<file path="src/rtl/bits_serializer_if.sv">
`default_nettype none
// ============================================================================
//  Module   : bits_serializer_if
//  Brief    : Word-in / bit-out handshake bundle for bits_serializer.
//             I_last / O_last exist only with BITS_SERIALIZER_LAST_EN.
//  Revision : 1.0 - initial release
// ============================================================================
interface bits_serializer_if #(
    parameter int M = 8
);
    logic         bypass;
    logic [M-1:0] I;
    logic         I_vld;
    logic         I_rdy;
    logic         O;
    logic         O_vld;
    logic         O_rdy;
`ifdef BITS_SERIALIZER_LAST_EN
    logic         I_last;
    logic         O_last;

    modport master (output bypass, I, I_vld, I_last, O_rdy,
                    input  I_rdy, O, O_vld, O_last);
    modport slave  (input  bypass, I, I_vld, I_last, O_rdy,
                    output I_rdy, O, O_vld, O_last);
`else
    modport master (output bypass, I, I_vld, O_rdy,
                    input  I_rdy, O, O_vld);
    modport slave  (input  bypass, I, I_vld, O_rdy,
                    output I_rdy, O, O_vld);
`endif
endinterface
`default_nettype wire

</file>
<file path="src/rtl/bits_serializer.sv">
`default_nettype none
// ============================================================================
//  Module   : bits_serializer
//  Brief    : Serialises the low N bits of each word (or one bypass bit) onto
//             a 1-bit valid/ready stream. Optional macro BITS_SERIALIZER_LAST_EN.
//  Revision : 1.0 - initial release
// ============================================================================
module bits_serializer #(
    parameter int N                = 2,
    parameter int M                = 8,
    parameter int LSB_FIRST        = 1,
    parameter int BYPASS_SELECTION = 1
) (
    input  wire logic         clk,
    input  wire logic         rst_n,
    bits_serializer_if.slave  bus
);

    localparam int                  c_CNT_W    = (N > 1) ? $clog2(N) : 1;
    localparam logic [c_CNT_W-1:0]  c_LAST_IDX = c_CNT_W'(N - 1);

    typedef enum logic [0:0] {
        ST_EMPTY = 1'b0,
        ST_SHIFT = 1'b1
    } state_t;

    state_t               r_state,  w_state_nxt;
    logic [N-1:0]         r_word,   w_word_nxt;
    logic                 r_bypass, w_bypass_nxt;
    logic [c_CNT_W-1:0]   r_cnt,    w_cnt_nxt;
    logic [c_CNT_W-1:0]   r_k_last, w_k_last_nxt;
    logic                 r_o,      w_o_nxt;
    logic                 w_last_bit;
    logic                 w_i_rdy;
    logic                 w_accept;
    logic                 w_xfer;
`ifdef BITS_SERIALIZER_LAST_EN
    logic                 r_last_flag, w_last_flag_nxt;
    logic                 r_o_last,    w_o_last_nxt;
`endif

    generate
        if (M > N) begin : g_unused_msbs
            logic [M-N-1:0] w_unused_msbs;
            assign w_unused_msbs = bus.I[M-1:N];
        end
    endgenerate

    function automatic logic f_pick(input logic [N-1:0]       word,
                                    input logic [c_CNT_W-1:0] cnt,
                                    input logic               byp);
        logic bit_v;
        bit_v = 1'b0;
        for (int b = 0; b < N; b++) begin
            if (byp) begin
                if (b == BYPASS_SELECTION) bit_v = word[b];
            end else if (LSB_FIRST != 0) begin
                if (b == int'(cnt)) bit_v = word[b];
            end else begin
                if (b == N - 1 - int'(cnt)) bit_v = word[b];
            end
        end
        return bit_v;
    endfunction

    assign w_last_bit = (r_cnt == r_k_last);
    // Ready looks through to O_rdy so a new word can follow the last bit gaplessly
    assign w_i_rdy    = rst_n && ((r_state == ST_EMPTY) || (bus.O_rdy && w_last_bit));
    assign w_accept   = bus.I_vld && w_i_rdy;
    assign w_xfer     = (r_state == ST_SHIFT) && bus.O_rdy;

    always_comb begin
        w_state_nxt  = r_state;
        w_word_nxt   = r_word;
        w_bypass_nxt = r_bypass;
        w_cnt_nxt    = r_cnt;
        w_k_last_nxt = r_k_last;
        w_o_nxt      = r_o;
`ifdef BITS_SERIALIZER_LAST_EN
        w_last_flag_nxt = r_last_flag;
`endif
        if (w_accept) begin
            w_state_nxt  = ST_SHIFT;
            w_word_nxt   = bus.I[N-1:0];
            w_bypass_nxt = bus.bypass;
            w_cnt_nxt    = '0;
            w_k_last_nxt = bus.bypass ? '0 : c_LAST_IDX;
            w_o_nxt      = f_pick(bus.I[N-1:0], '0, bus.bypass);
`ifdef BITS_SERIALIZER_LAST_EN
            w_last_flag_nxt = bus.I_last;
`endif
        end else if (w_xfer) begin
            if (w_last_bit) begin
                w_state_nxt = ST_EMPTY;
                w_cnt_nxt   = '0;
                w_o_nxt     = 1'b0;
            end else begin
                w_cnt_nxt   = r_cnt + 1'b1;
                w_o_nxt     = f_pick(r_word, w_cnt_nxt, r_bypass);
            end
        end
`ifdef BITS_SERIALIZER_LAST_EN
        w_o_last_nxt = (w_state_nxt == ST_SHIFT) && w_last_flag_nxt &&
                       (w_cnt_nxt == w_k_last_nxt);
`endif
    end

    always_ff @(posedge clk) begin
        if (!rst_n) begin
            r_state  <= ST_EMPTY;
            r_word   <= '0;
            r_bypass <= 1'b0;
            r_cnt    <= '0;
            r_k_last <= '0;
            r_o      <= 1'b0;
`ifdef BITS_SERIALIZER_LAST_EN
            r_last_flag <= 1'b0;
            r_o_last    <= 1'b0;
`endif
        end else begin
            r_state  <= w_state_nxt;
            r_word   <= w_word_nxt;
            r_bypass <= w_bypass_nxt;
            r_cnt    <= w_cnt_nxt;
            r_k_last <= w_k_last_nxt;
            r_o      <= w_o_nxt;
`ifdef BITS_SERIALIZER_LAST_EN
            r_last_flag <= w_last_flag_nxt;
            r_o_last    <= w_o_last_nxt;
`endif
        end
    end

    assign bus.I_rdy = w_i_rdy;
    assign bus.O     = r_o;
    assign bus.O_vld = (r_state == ST_SHIFT);
`ifdef BITS_SERIALIZER_LAST_EN
    assign bus.O_last = r_o_last;
`endif

endmodule
`default_nettype wire
</file>
<file path="src/flat_wrapper.sv">
// flat-port wrapper written by rule: the top's interface ports become plain ports
module bits_serializer_flat 
#(
    parameter int N                = 2,
    parameter int M                = 8,
    parameter int LSB_FIRST        = 1,
    parameter int BYPASS_SELECTION = 1
)
  (clk, rst_n, bus_bypass, bus_I, bus_I_vld, bus_O_rdy, bus_I_rdy, bus_O, bus_O_vld);
  bits_serializer_if #(.M(M)) bus_i ();
  input  wire logic clk;
  input  wire logic rst_n;
  input wire logic [$bits(bus_i.bypass)-1:0] bus_bypass;
  input wire logic [$bits(bus_i.I)-1:0] bus_I;
  input wire logic [$bits(bus_i.I_vld)-1:0] bus_I_vld;
  input wire logic [$bits(bus_i.O_rdy)-1:0] bus_O_rdy;
  output wire logic [$bits(bus_i.I_rdy)-1:0] bus_I_rdy;
  output wire logic [$bits(bus_i.O)-1:0] bus_O;
  output wire logic [$bits(bus_i.O_vld)-1:0] bus_O_vld;
  assign bus_i.bypass = bus_bypass;
  assign bus_i.I = bus_I;
  assign bus_i.I_vld = bus_I_vld;
  assign bus_i.O_rdy = bus_O_rdy;
  assign bus_I_rdy = bus_i.I_rdy;
  assign bus_O = bus_i.O;
  assign bus_O_vld = bus_i.O_vld;
  bits_serializer #(.N(N), .M(M), .LSB_FIRST(LSB_FIRST), .BYPASS_SELECTION(BYPASS_SELECTION)) u_core (.clk(clk), .rst_n(rst_n), .bus(bus_i));
endmodule
</file>
<file path="config.mk">
export PLATFORM = sky130hd
export DESIGN_NAME = bits_serializer_flat
export DESIGN_NICKNAME = d
export VERILOG_FILES = /design/src/rtl/bits_serializer_if.sv /design/src/rtl/bits_serializer.sv /design/src/flat_wrapper.sv
export SDC_FILE = /design/constraint.sdc
export NUM_CORES = 1
export LEC_CHECK = 0
export BUFFER_PORTS_ARGS = -buffer_cell sky130_fd_sc_hd__buf_2
export CAP_MARGIN = 30
export CORE_AREA = 2 2 39 41
export CTS_BUF_LIST = sky130_fd_sc_hd__clkbuf_4 sky130_fd_sc_hd__clkbuf_8
export CTS_CLUSTER_SIZE = 25
export DETAILED_ROUTE_END_ITERATION = 6
export DIE_AREA = 0 0 41 43
export GPL_TIMING_DRIVEN = 0
export PLACE_DENSITY = 0.57
export SLEW_MARGIN = 20
export SYNTH_ARGS = -nofsm -noshare
export SYNTH_HDL_FRONTEND = slang
export SYNTH_SLANG_ARGS = --single-unit
</file>
<file path="constraint.sdc">
create_clock -name clk -period 3.9 [get_ports clk]
set_input_delay 0.195 -clock clk [delete_from_list [all_inputs] [get_ports clk]]
set_output_delay 0.195 -clock clk [all_outputs]
set_load 0.01 [all_outputs]
</file>
==> impl_metrics.csv <==
group,metric,value,unit
run_status,outcome,"completed",
global_route,grt_start_max_net_pins,9,
pwr,power.share.clock,0.422,
die,row_count,14,
setup_path,timing.critical_path.to_type,"primary output",
timing,report.final.slew_viol_count,0,
global_route,grt-ovfl-total,0,
timing,finalCriticalPeriod,1.66,ns
timing,final_setup_slack_of_the_worst_path,2.24,ns
worst_hold_path,worst_hold_depth,3,
die,fp.dieW,41,µm
setup_path,rr_startpoint,"u_core.r_cnt",
clock_network,cts_tree,"done",
synthesis,synth_warnings,0,
final_layout,multi_input_comb_area,175,µm²
timing,final.period_utilization,0.426,
die,ioPinCount,16,
clock_network,clk_pin_slew_worst_paths,0.05,ns
drt,routed.top_layer,"met4",
synthesis,postSynthAreaPerCell,8.45,µm²
worst_hold_path,hold_path_class,"in2reg",
placement,post-place-cells,65,
synthesis,library_cell_with_the_highest_instance_count_after_synthesis,"sky130_fd_sc_hd__nand2_1",
drt,post_route_drc,0,
setup_path,worst_r2r_path_depth,7,
drt,drt_pre_antenna_iters,2,
synthesis,synth_sequential_area_ratio,0.415,
setup_path,end_point_of_the_critical_path,"bus_I_rdy",
final_layout,synthToLayoutAreaGrowth,28.1,%
die,start_util,0.244,
drt,routed-wl-met3,27,µm
placement,port-buffer-count,9,
synthesis,postSynthCellCount,40,
setup_path,regToRegEndpoint,"u_core.r_k_last",
clock_network,clkSinkCount,7,
run,timing.max_cap.violations,0,
synthesis,synth-main-ff-cell,"sky130_fd_sc_hd__dfxtp_1",
synthesis,netlist_area,338,µm²
timing,clock-skew-final,0.00369,ns
pwr,power_density,402,nW/µm²
timing,hold_slack,0.160,ns
synthesis,postSynth.asyncResetShare,0,
synthesis,synth_nets,54,
final_layout,layout-drive-gt1-share,0.321,
timing,setup_violation_total_in_the_final_timing_report,0,
synthesis,synth-edff-count,0,
drt,postRouteAntennaNets,0,
global_route,grt_pass1_vias,296,
die,die_h,43,µm
drt,dr_wl_met2,295,µm
clock_network,postCtsResizedCells,0,
setup_path,critPathMaxFanout,4,
timing,maxClockFrequency,603,MHz
clock_network,clock_insertion_delay_worst_skew,0.25,ns
setup_path,worstPathRequired,3.70,ns
clock_network,htree_num_levels,1,
pwr,power_frac_seq,0.450,
final_layout,antenna_cells_inserted,0,
timing,tightestPinTransition,0.135,ns
timing,timing.final.hold_violations,0,
setup_path,worst_setup_path_startpoint,"u_core.r_cnt",
setup_path,cp-start-kind,"flop",
pwr,pint,0.134,mW
pwr,power.static_leakage,0.187,nW
pwr,switching_share,0.232,
final_layout,layout.filler_cells,159,
placement,hpwlAfterDp,464,µm
pwr,worst_ir_drop_vdd,0.109,mV
timing,fin_setup_tns,0,ns
drt,wl_met1,256,µm
timing,maxSlewHeadroom,0.907,
final_layout,final_cell_area,433,µm²
die,floorplan.core_area,1380,µm²
clock_network,root_buffer,"sky130_fd_sc_hd__clkbuf_4",
final_layout,final_core_utilization,0.313,
clock_network,postCtsHoldBufs,0,
drt,initialDrtViolationCount,2,
synthesis,synth_common_cells,"sky130_fd_sc_hd__nand2_1 (12), sky130_fd_sc_hd__dfxtp_1 (7), sky130_fd_sc_hd__o21ai_1 (4)",
drt,vias,286,
final_layout,seqCellArea,140,µm²
timing,grt_setup_unrepaired,"no",
placement,dpl-instance-area,403,µm²
synthesis,synth.lib_cells_used.distinct,16,
placement,detailedPlace.worstSlack,2.30,ns
setup_path,worstSetupPathType,"reg2out",
final_layout,final_cell_count_no_fill,69,
pwr,total_design_power,0.174,mW
pwr,switching_power,0.0403,mW
setup_path,worst-endpoint-arrival,1.46,ns
synthesis,postSynthRegisterBits,7,
placement,routabilityCongestion,0.694,
clock_network,cts_setup_buffers,0,
drt,post_drt_wl_per_cell,8.67,µm
drt,detail_route.vias_per_cell,4.14,
pwr,share_comb_of_total_power,0.128,
clock_network,clock_path_buffers,2,
global_route,grt_first_pass_wirelength,1080,µm
die,die_area,1760,µm²
global_route,antenna_found_initial,0,
clock_network,cts_buffers,3,
global_route,grtUsageTotal,0.0986,
synthesis,synth_area_leaders,"sky130_fd_sc_hd__dfxtp_1 (41%), sky130_fd_sc_hd__nand2_1 (13%), sky130_fd_sc_hd__mux2i_1 (5.9%), sky130_fd_sc_hd__o21ai_1 (5.9%), sky130_fd_sc_hd__and2_1 (3.7%)",
setup_path,worst-r2r-setup-slack,2.31,ns
drt,finalWirelength,598,µm
synthesis,synthDominantCellAreaShare,0.415,
final_layout,layout.nets,68,
synthesis,synth_top_area_cell,"sky130_fd_sc_hd__dfxtp_1",
==> critical path: stages (launching register included) <==
cell and delay [ns]:
sky130_fd_sc_hd__dfxtp_1 0.35, sky130_fd_sc_hd__inv_1 0.05, sky130_fd_sc_hd__ha_1 0.29, sky130_fd_sc_hd__a21bo_2 0.24
sky130_fd_sc_hd__and2_1 0.15, sky130_fd_sc_hd__buf_2 0.13
==> flip-flops by register name, summed over array words and instances (netlist names) <==
| name | flops |
|---|---|
| u_core.bus.O | 1 |
| u_core.r_word | 2 |
| u_core.r_k_last | 1 |
| u_core.r_cnt | 1 |
| u_core.bus.O_vld | 1 |
| u_core.r_bypass | 1 |
==> area by class of cell <==
class | instances | area share
multi-input combinational | 29 | 0.405
sequential | 7 | 0.324
timing repair buffer | 9 | 0.104
clock buffer | 4 | 0.0694
tap | 16 | 0.0462
buffer | 1 | 0.0260
inverter | 3 | 0.0260
==> power groups by stage <==
stage	registers [mW]	clock network [mW]	logic, mW
final	0.0782	0.0734	0.0223
after global routing	0.0789	0.0797	0.0256
after CTS	0.0783	0.0766	0.0227
after detailed placement	0.0799	0	0.0226
after global placement	0.0799	0	0.0223
after floorplan	0.0802	0	0.0132
==> cells by family (layout without fill, tap and decap cells) <==
| family | count (synthesis) | count (layout) | synth area share |
|---|---|---|---|
| AO/OA/AOI/OAI | 8 | 8 | 0.152 |
| adder cells (fa/ha/maj) | 1 | 1 | 0.0370 |
| buffers and inverters | 4 | 17 | 0.0667 |
| flip-flops | 7 | 7 | 0.415 |
| multiplexers | 3 | 3 | 0.0926 |
| AND/OR/NAND/NOR | 17 | 17 | 0.237 |
==> worst min-delay path by stage <==
stage	startpoint	endpoint	slack, ns
finish	bus_I[0]	u_core.r_word[0]	0.16
global route	bus_I[0]	u_core.r_word[0]	0.19
CTS	bus_I[0]	u_core.r_word[0]	0.15
detailed placement	bus_I[0]	u_core.r_word[0]	0.42
global placement	bus_I[0]	u_core.r_word[0]	0.41
floorplan	bus_bypass	u_core.r_bypass	0.31
==> layout by cell type, fill, tap and decap left out, types with 2 or more instances in the layout <==
cell,Yosys,final
sky130_fd_sc_hd__dfxtp_1,7,7
sky130_fd_sc_hd__clkbuf_4,0,4
sky130_fd_sc_hd__buf_2,0,9
sky130_fd_sc_hd__o21ai_1,4,4
sky130_fd_sc_hd__and2_1,2,2
sky130_fd_sc_hd__mux2i_1,2,2
sky130_fd_sc_hd__nand2_1,12,12
sky130_fd_sc_hd__inv_1,3,3
==> metal layers <==
layer  up-vias  GRT usage
li1        158          -
met1       121      0.104
met2         5      0.131
met3         2     0.0157
met4         0      0.140
met5         -          0
Power figures use the tool's default switching activity.
